## config.mk

```make
export PLATFORM = sky130hd
export DESIGN_NAME = pipe_hazard_ctrl
export DESIGN_NICKNAME = d
export VERILOG_FILES = /design/src/rtl/pipe_hazard_ctrl.sv
export SDC_FILE = /design/constraint.sdc
export NUM_CORES = 1
export LEC_CHECK = 0
export ABC_AREA = 1
export BUFFER_PORTS_ARGS = -buffer_cell sky130_fd_sc_hd__buf_2
export CORE_UTILIZATION = 49
export DETAILED_ROUTE_END_ITERATION = 6
export PLACE_DENSITY = 0.78
export SLEW_MARGIN = 40
export SYNTH_ARGS = -nofsm -noshare
export SYNTH_HDL_FRONTEND = slang
export SYNTH_SLANG_ARGS = --single-unit
```

## constraint.sdc

```tcl
create_clock -name clk -period 1.8 [get_ports clk]
set_clock_uncertainty 0.05 [all_clocks]
set_input_delay 0.09 -clock clk [delete_from_list [all_inputs] [get_ports clk]]
set_output_delay 0.09 -clock clk [all_outputs]
set_load 0.1 [all_outputs]
```

## src/rtl/pipe_hazard_ctrl.sv

```systemverilog
// Pipeline sequencing controller: stall/flush/enable generation for a 5-stage core,
// with saturating stall and flush event counters.
//   state | meaning
//   RUN   | normal issue
//   LU    | one load-use bubble just inserted; lu ignored this cycle
//   MWAIT | data memory freeze in progress
module pipe_hazard_ctrl #(
  parameter int          CNT_W     = 32,
  parameter logic [31:0] NOP_INSTR = 32'h00000013
) (
  input  logic             clk,
  input  logic             rst,
  input  logic [4:0]       id_rs1,
  input  logic [4:0]       id_rs2,
  input  logic             id_use_rs1,
  input  logic             id_use_rs2,
  input  logic             ex_memread,
  input  logic [4:0]       ex_rd,
  input  logic             ex_mispredict,
  input  logic             imem_ready,
  input  logic             dmem_busy,
  input  logic             perf_clr,
  output logic             pc_en,
  output logic             ifid_en,
  output logic             ifid_flush,
  output logic             idex_en,
  output logic             idex_flush,
  output logic             exmem_en,
  output logic [31:0]      nop_instr,
  output logic [1:0]       state,
  output logic [CNT_W-1:0] cnt_stall,
  output logic [CNT_W-1:0] cnt_flush
);

  typedef enum logic [1:0] {
    ST_RUN   = 2'd0,
    ST_LU    = 2'd1,
    ST_MWAIT = 2'd2
  } state_t;

  state_t           r_state;
  state_t           w_state_nxt;
  logic             w_lu;
  logic             w_flush_evt;
  logic [CNT_W-1:0] r_cnt_stall;
  logic [CNT_W-1:0] r_cnt_flush;

  assign w_lu = ex_memread && (ex_rd != 5'd0) &&
                ((id_use_rs1 && (id_rs1 == ex_rd)) || (id_use_rs2 && (id_rs2 == ex_rd)));

  assign w_flush_evt = !rst && !dmem_busy && ex_mispredict;

  always_comb begin
    w_state_nxt = ST_RUN;
    pc_en       = 1'b0;
    ifid_en     = 1'b0;
    ifid_flush  = 1'b0;
    idex_en     = 1'b0;
    idex_flush  = 1'b0;
    exmem_en    = 1'b0;
    if (!rst) begin
      if (dmem_busy) begin
        w_state_nxt = ST_MWAIT;
      end else if (ex_mispredict) begin
        pc_en      = 1'b1;
        ifid_en    = 1'b1;
        ifid_flush = 1'b1;
        idex_en    = 1'b1;
        idex_flush = 1'b1;
        exmem_en   = 1'b1;
      end else if (w_lu && (r_state != ST_LU)) begin
        idex_en     = 1'b1;
        idex_flush  = 1'b1;
        exmem_en    = 1'b1;
        w_state_nxt = ST_LU;
      end else if (!imem_ready) begin
        ifid_en    = 1'b1;
        ifid_flush = 1'b1;
        idex_en    = 1'b1;
        exmem_en   = 1'b1;
      end else begin
        pc_en    = 1'b1;
        ifid_en  = 1'b1;
        idex_en  = 1'b1;
        exmem_en = 1'b1;
      end
    end
  end

  always_ff @(posedge clk or posedge rst) begin
    if (rst) begin
      r_state <= ST_RUN;
    end else begin
      r_state <= w_state_nxt;
    end
  end

  // Clear beats increment; both counters stick at all-ones.
  always_ff @(posedge clk or posedge rst) begin
    if (rst) begin
      r_cnt_stall <= '0;
      r_cnt_flush <= '0;
    end else if (perf_clr) begin
      r_cnt_stall <= '0;
      r_cnt_flush <= '0;
    end else begin
      if (!pc_en && (r_cnt_stall != '1)) r_cnt_stall <= r_cnt_stall + CNT_W'(1);
      if (w_flush_evt && (r_cnt_flush != '1)) r_cnt_flush <= r_cnt_flush + CNT_W'(1);
    end
  end

  assign state     = r_state;
  assign cnt_stall = r_cnt_stall;
  assign cnt_flush = r_cnt_flush;
  assign nop_instr = NOP_INSTR;

endmodule

```

==> results of run 1 <==
critical path, delay by kind of cell (launching register included):
family / cells / cell delay [ns]
adder cells (fa/ha/maj): 1 / 0.15
buffers and inverters: 2 / 0.35
flip-flops: 1 / 0.40
AND/OR/NAND/NOR: 9 / 0.79
per-stage QoR:
step	instances	setup WS (ns)
final	1071	-0.05272
after global routing	1071	-0.1637
after CTS	1055	-0.03321
after detailed placement	1035	-0.02583
after global placement	1035	0.03469
after floorplan	812	-0.3438
worst paths after layout:
kind                       cells past startpoint         start       endpoint
max                                           12  cnt_stall[0]  cnt_stall[30]
min                                            5    ex_memread       state[0]
max reg2reg                                   12  cnt_stall[0]  cnt_stall[30]
min reg2reg                                    1  cnt_flush[8]   cnt_flush[8]
max in group asynchronous                      4           rst  cnt_flush[20]
min in group asynchronous                      4           rst  cnt_stall[26]
routing by layer:
metal	GRT usage	part of all wire	vias up	wire (um)
li1	-	-	2726	-
met1	0.3417	0.39	2562	6056
met2	0.4809	0.48	295	7542
met3	0.05175	0.083	68	1296
met4	0.1278	0.044	0	680
met5	0	0	-	0
cells in the mapped netlist, types with 3 or more instances:
master	number	share of area
o21ai_0	18	0.018
nand3_1	68	0.068
nand2_1	231	0.17
nor3_1	18	0.018
inv_1	99	0.074
xor2_1	23	0.040
nand4_1	52	0.065
clkbuf_1	10	0.0074
dfrtp_1	66	0.33
buf_2	9	0.0089
o21ai_1	10	0.0099
xnor2_1	10	0.017
a21oi_1	3	0.0030
nand2_2	4	0.0050
nor2_1	104	0.077
buf_6	3	0.0067
buf_4	33	0.049
cells by family after synthesis:
logic type,synth area share
flip-flops,0.3276
adder cells (fa/ha/maj),0.004963
AO/OA/AOI/OAI,0.03375
buffers and inverters,0.1489
other,0.001490
XOR/XNOR,0.05733
AND/OR/NAND/NOR,0.4259
sequential cells by signal (all words and copies together), names as in the netlist:
register   cells
cnt_flush     32
cnt_stall     32
state          2
cell usage in the layout (no fill, tap or decap), drive strengths merged, types with 3 or more instances in the layout:
cell type    instances
clkbuf              14
dfrtp               66
xor2                23
a21oi                3
nand3               68
nor2               108
conb                32
nand2              239
o21ai               28
buf                157
clkinvlp             3
inv                101
nor3                19
xnor2               10
dlygate4sd3          4
nand4               53
final cells by class:
type / instances / area (um2)
fill: 862 / 3254
tap: 133 / 166.4
clock inverter: 5 / 60.06
timing repair buffer: 164 / 1110
inverter: 102 / 392.9
sequential: 66 / 1714
clock buffer: 11 / 151.4
multi-input combinational: 590 / 3015
power by group through the flow:
stage / Clock [mW] / Sequential, mW / Combinational (mW)
floorplan: 0 / 1.60 / 0.581
global placement: 0 / 1.53 / 0.692
detailed placement: 0 / 1.54 / 0.694
CTS: 1.38 / 1.51 / 0.706
global route: 1.43 / 1.51 / 0.780
finish: 1.37 / 1.51 / 0.740
repair_timing:
item | CTS | global route
gates cloned | 0 | 5
pin swaps | 0 | 33
buffers inserted | 0 | 11
endpoints found under the hold margin | 70 | 0
resized for setup | 4 | 37
endpoints found under the setup margin | 35 | 48
hold buffers | 4 | 0
==> flow_summary_export.csv, run 1 <==
group,metric,value,unit
timing,final_max_slew_viol_count,0,
synthesis,ys_async_sr_fraction,1.000,
global_route,grt_max_degree,43,
synthesis,yosysWarningCount,0,
timing,post-route-min-period,1.853,ns
final_layout,stdcell_area,6610,um2
timing,fin_ws,-0.05272,ns
power,p_seq_frac,0.417,
floorplan,row_count,36,
setup_path,crit_type,"flip-flop to flip-flop",
synthesis,syn_area,5041,um2
timing,setup-tns-final,-0.8257,ns
timing,final.period_utilization,1.029,
setup_path,crit_path_top_delay_cell,"dfrtp_2",
setup_path,worstPathCellList,"ha_4 > nand2_4 > nor2_4 > nand2_2 > nor2_2 > nand2_1 > nor2_2 > nand4_4 > buf_12 > clkbuf_16 > nand4_1 > nand2_1",
routing,wl_per_cell,14.54,um
cts,cts_max_level,3,
routing,drt_iter0_markers,327,
timing,rsz0062_at_grt,"yes",
timing,relSlewSlack,0.6301,
routing,ant_nets,0,
cts,clkSlewWorstSetupHoldPaths,0.08,ns
power,p_int,2.331,mW
power,fin_total_pwr,3.611,mW
setup_path,endpoint_kind,"flip-flop",
final_layout,drive_gt1_frac,0.3092,
setup_path,critPathLaunchType,"flip-flop",
cts,cts_buffers,9,
setup_path,slowest_delay,0.40,ns
timing,hold_violations,0,
cts,insertion_delay,0.36,ns
synthesis,ys_seq_area_frac,0.3276,
synthesis,ys_seq_elements,66,
setup_path,cp.arrival,2.05,ns
status,status,"finished, violations left",
timing,finalSetupViolations,31,
final_layout,nets,959,
setup_path,cp.required,2.00,ns
routing,vias,5651,
routing,vias_per_cell,5.276,
run,drv_cap,0,
power,swShare,0.3544,
setup_path,path_max_fanout,8,
cts,clock_sinks,66,
power,clkPwrFrac,0.378,
power,p_leak,3.403,nW
floorplan,fp.dieArea,10700,um2
worst_hold_path,hold_path.class,"input port to flip-flop",
routing,first_pass_iters,5,
placed_design,dpl_cell_area,6016,um2
timing,tightestPinTransition,0.5549,ns
floorplan,core_area,9864,um2
final_layout,antennaDiodeCount,0,
power,p_per_area,546.2,nW/um2
cts,clockBufferDepth,2,
cts,root_buffer,"clkbuf_8",
global_route,grt_overflow_total,0,
synthesis,synth_edf_count,0,
synthesis,synthCells,782,
placed_design,numPortBuffers,95,
floorplan,top_level_ports,128,
global_route,track_usage,0.2802,
cts,cts_tree,"done",
setup_path,reg2reg_slack,-0.05,ns
timing,clock.fmax,539.7,MHz
global_route,grt_pass1_vias,5006,
synthesis,avgSynthCellArea,6.446,um2
global_route,grt_pass1_wl,23200,um
timing,holdWs,0.1046,ns
power,peakVddDrop,0.0003746,V
floorplan,start_util,0.5110,
power,power_frac_comb,0.205,
synthesis,yosysUniqueCellTypes,31,
floorplan,die_x,103.4,um
placed_design,place_congestion,0.9921,
placed_design,dp_hpwl,10630,um
floorplan,die_h,103.4,um
final_layout,finish.utilization,0.6701,
status,violations,"negative setup slack",
routing,drcViolationCount,0,
power,switchingPower,1.280,mW
final_layout,area_delta_synth_final,31.12,%
routing,totalWireLength,15580,um
synthesis,synthFlopType,"dfrtp_1",
global_route,grt_antenna_before_repair,0,
Power figures use the tool's default switching activity.
==> run 2: changes to the inputs <==
Settings changed: CORE_MARGIN set to 2.
==> run 2 against run 1 <==
Against the previous run:
- the run still ends with negative setup slack left
- first-iteration DRC count up 7.0%
- sequential share of layout area down 0.059 points
- clock power up 3%
- via count up 1.1%
- global-route usage down 1.4 points
- non-clock buffer count up 5
- total power up 1.3%
- count of clock-buffer cells in the layout unchanged
- sequential power about the same
- final area up 0.23%
- largest cell class unchanged
==> flow_summary_export.csv, run 2 (synthesized netlist as in run 1, its figures left out) <==
group,metric,value,unit
setup_path,path_max_fanout,7,
cts,cts_tree,"done",
final_layout,multi_input_area,3002,um2
routing,drt_iter0_markers,350,
setup_path,cp.arrival,2.04,ns
setup_path,critPathLaunchType,"flip-flop",
global_route,grt_use_met2,0.4544,
setup_path,worstReg2RegEnd,"cnt_stall[22]",
worst_hold_path,hold_depth,2,
final_layout,layout_common_cells,"nand2_1 (224), inv_1 (94), nor2_1 (92), buf_2 (92), buf_4 (63)",
global_route,grt_pass1_vias,5006,
final_layout,antennaDiodeCount,0,
setup_path,cp.required,1.98,ns
timing,finalSetupViolations,32,
floorplan,start_util,0.4972,
cts,clock_sinks,66,
power,p_leak,3.398,nW
run,drv_cap,0,
routing,totalWireLength,15650,um
setup_path,endpoint_kind,"flip-flop",
global_route,busiest_layer,"met2",
setup_path,reg2reg_slack,-0.06,ns
final_layout,regArea,1714,um2
power,peakVddDrop,0.0003045,V
routing,wl_per_cell,14.50,um
power,p_per_area,552.0,nW/um2
floorplan,core_area,10140,um2
status,status,"finished, violations left",
routing,vias,5714,
final_layout,nets,964,
final_layout,drive_gt1_frac,0.3075,
routing,drcViolationCount,0,
floorplan,die_x,105.4,um
placed_design,dp_hpwl,11060,um
cts,clockBufferDepth,2,
global_route,grt_antenna_before_repair,0,
cts,root_buffer,"clkbuf_8",
routing,ant_nets,0,
setup_path,r2r_cells,12,
final_layout,nFillCells,907,
final_layout,final_common_cell,"nand2_1",
cts,cts_max_level,3,
status,violations,"negative setup slack",
timing,relSlewSlack,0.6365,
routing,first_pass_iters,6,
setup_path,crit_type,"flip-flop to flip-flop",
timing,post-route-min-period,1.857,ns
placed_design,numPortBuffers,95,
cts,cts_buffers,9,
worst_hold_path,hold_path.class,"input port to flip-flop",
placed_design,place_congestion,0.9890,
global_route,track_usage,0.2661,
floorplan,top_level_ports,128,
timing,rsz0062_at_grt,"yes",
global_route,met1_usage,0.3344,
timing,hold_violations,0,
timing,tightestPinTransition,0.5445,ns
timing,fin_ws,-0.05678,ns
final_layout,area_delta_synth_final,31.42,%
global_route,grt_max_degree,46,
cts,insertion_delay,0.35,ns
floorplan,row_count,37,
timing,final_max_slew_viol_count,0,
timing,final.period_utilization,1.032,
worst_hold_path,worstHoldStart,"perf_clr",
worst_hold_path,worstHoldEndpoint,"cnt_flush[4]",
global_route,grtUsageMet3,0.02536,
global_route,grt_pass1_wl,23780,um
routing,vias_per_cell,5.296,
global_route,grt_overflow_total,0,
timing,setup-tns-final,-0.8727,ns
timing,clock.fmax,538.6,MHz
floorplan,fp.dieArea,11120,um2
final_layout,finish.utilization,0.6535,
floorplan,die_h,105.4,um
setup_path,r2r_start,"cnt_stall[0]",
cts,clkSlewWorstSetupHoldPaths,0.08,ns
run 2: worst max-delay path by stage:
stage / endpoint / cells after the start / slack [ns] / startpoint
floorplan: cnt_stall[28] / 12 / -0.34 / cnt_stall[0]
global placement: cnt_stall[23] / 11 / -0.009 / cnt_stall[1]
detailed placement: cnt_stall[31] / 11 / -0.04 / cnt_stall[1]
CTS: cnt_stall[31] / 11 / -0.05 / cnt_stall[1]
global route: cnt_stall[16] / 12 / -0.17 / cnt_stall[0]
finish: cnt_stall[22] / 12 / -0.06 / cnt_stall[0]
run 2: cell type report:
type	instances	area share
Sequential cell	66	0.2587
Clock buffer	11	0.01983
Tap cell	136	0.02568
Timing Repair Buffer	169	0.1717
Clock inverter	5	0.01190
Inverter	102	0.05911
Multi-Input combinational cell	590	0.4531
run 2: critical path: stages, from the launching register on:
cell and delay, ns:
dfrtp_2 0.40, ha_4 0.18, nand2_4 0.06, nor2_4 0.10, nand2_2 0.07, nor2_2 0.07, nand2_1 0.06, nor2_2 0.15
nand4_4 0.10, buf_6 0.18, clkbuf_16 0.16, nand4_1 0.08, nand2_1 0.06
run 2: power by group:
part	internal, mW	switching [mW]	leakage, nW
Sequential	1.49	0.0126	0.836
Clock	0.780	0.626	0.107
Combinational	0.121	0.626	2.45
run 2: timing repair:
action	CTS	global route
gates resized for setup	5	31
buffers inserted	0	11
hold endpoints to repair	23	0
gates cloned	0	4
hold buffers	3	0
pin swaps	0	14
endpoints found under the setup margin	38	55
run 2: through the flow:
| step | setup slack (ns) | hold slack, ns | cells | power [mW] | cell area (um2) |
|---|---|---|---|---|---|
| after floorplan | -0.3438 | 0.1015 | 812 | 2.185 | 5381 |
| after CTS | -0.05153 | 0.004171 | 1064 | 3.632 | 6357 |
| after global placement | -0.008611 | 0.1456 | 1045 | 2.237 | 6097 |
| after global routing | -0.1713 | 0.01566 | 1079 | 3.763 | 6625 |
| final | -0.05678 | 0.0005196 | 1079 | 3.657 | 6625 |
| after detailed placement | -0.03967 | 0.1547 | 1045 | 2.241 | 6097 |
run 2: per-layer routing:
layer | wire [um] | share of wire | vias up
met5 | 0 | 0 | -
met4 | 676 | 0.043 | 0
met3 | 1132 | 0.072 | 58
met2 | 7776 | 0.50 | 274
met1 | 6061 | 0.39 | 2646
li1 | - | - | 2736
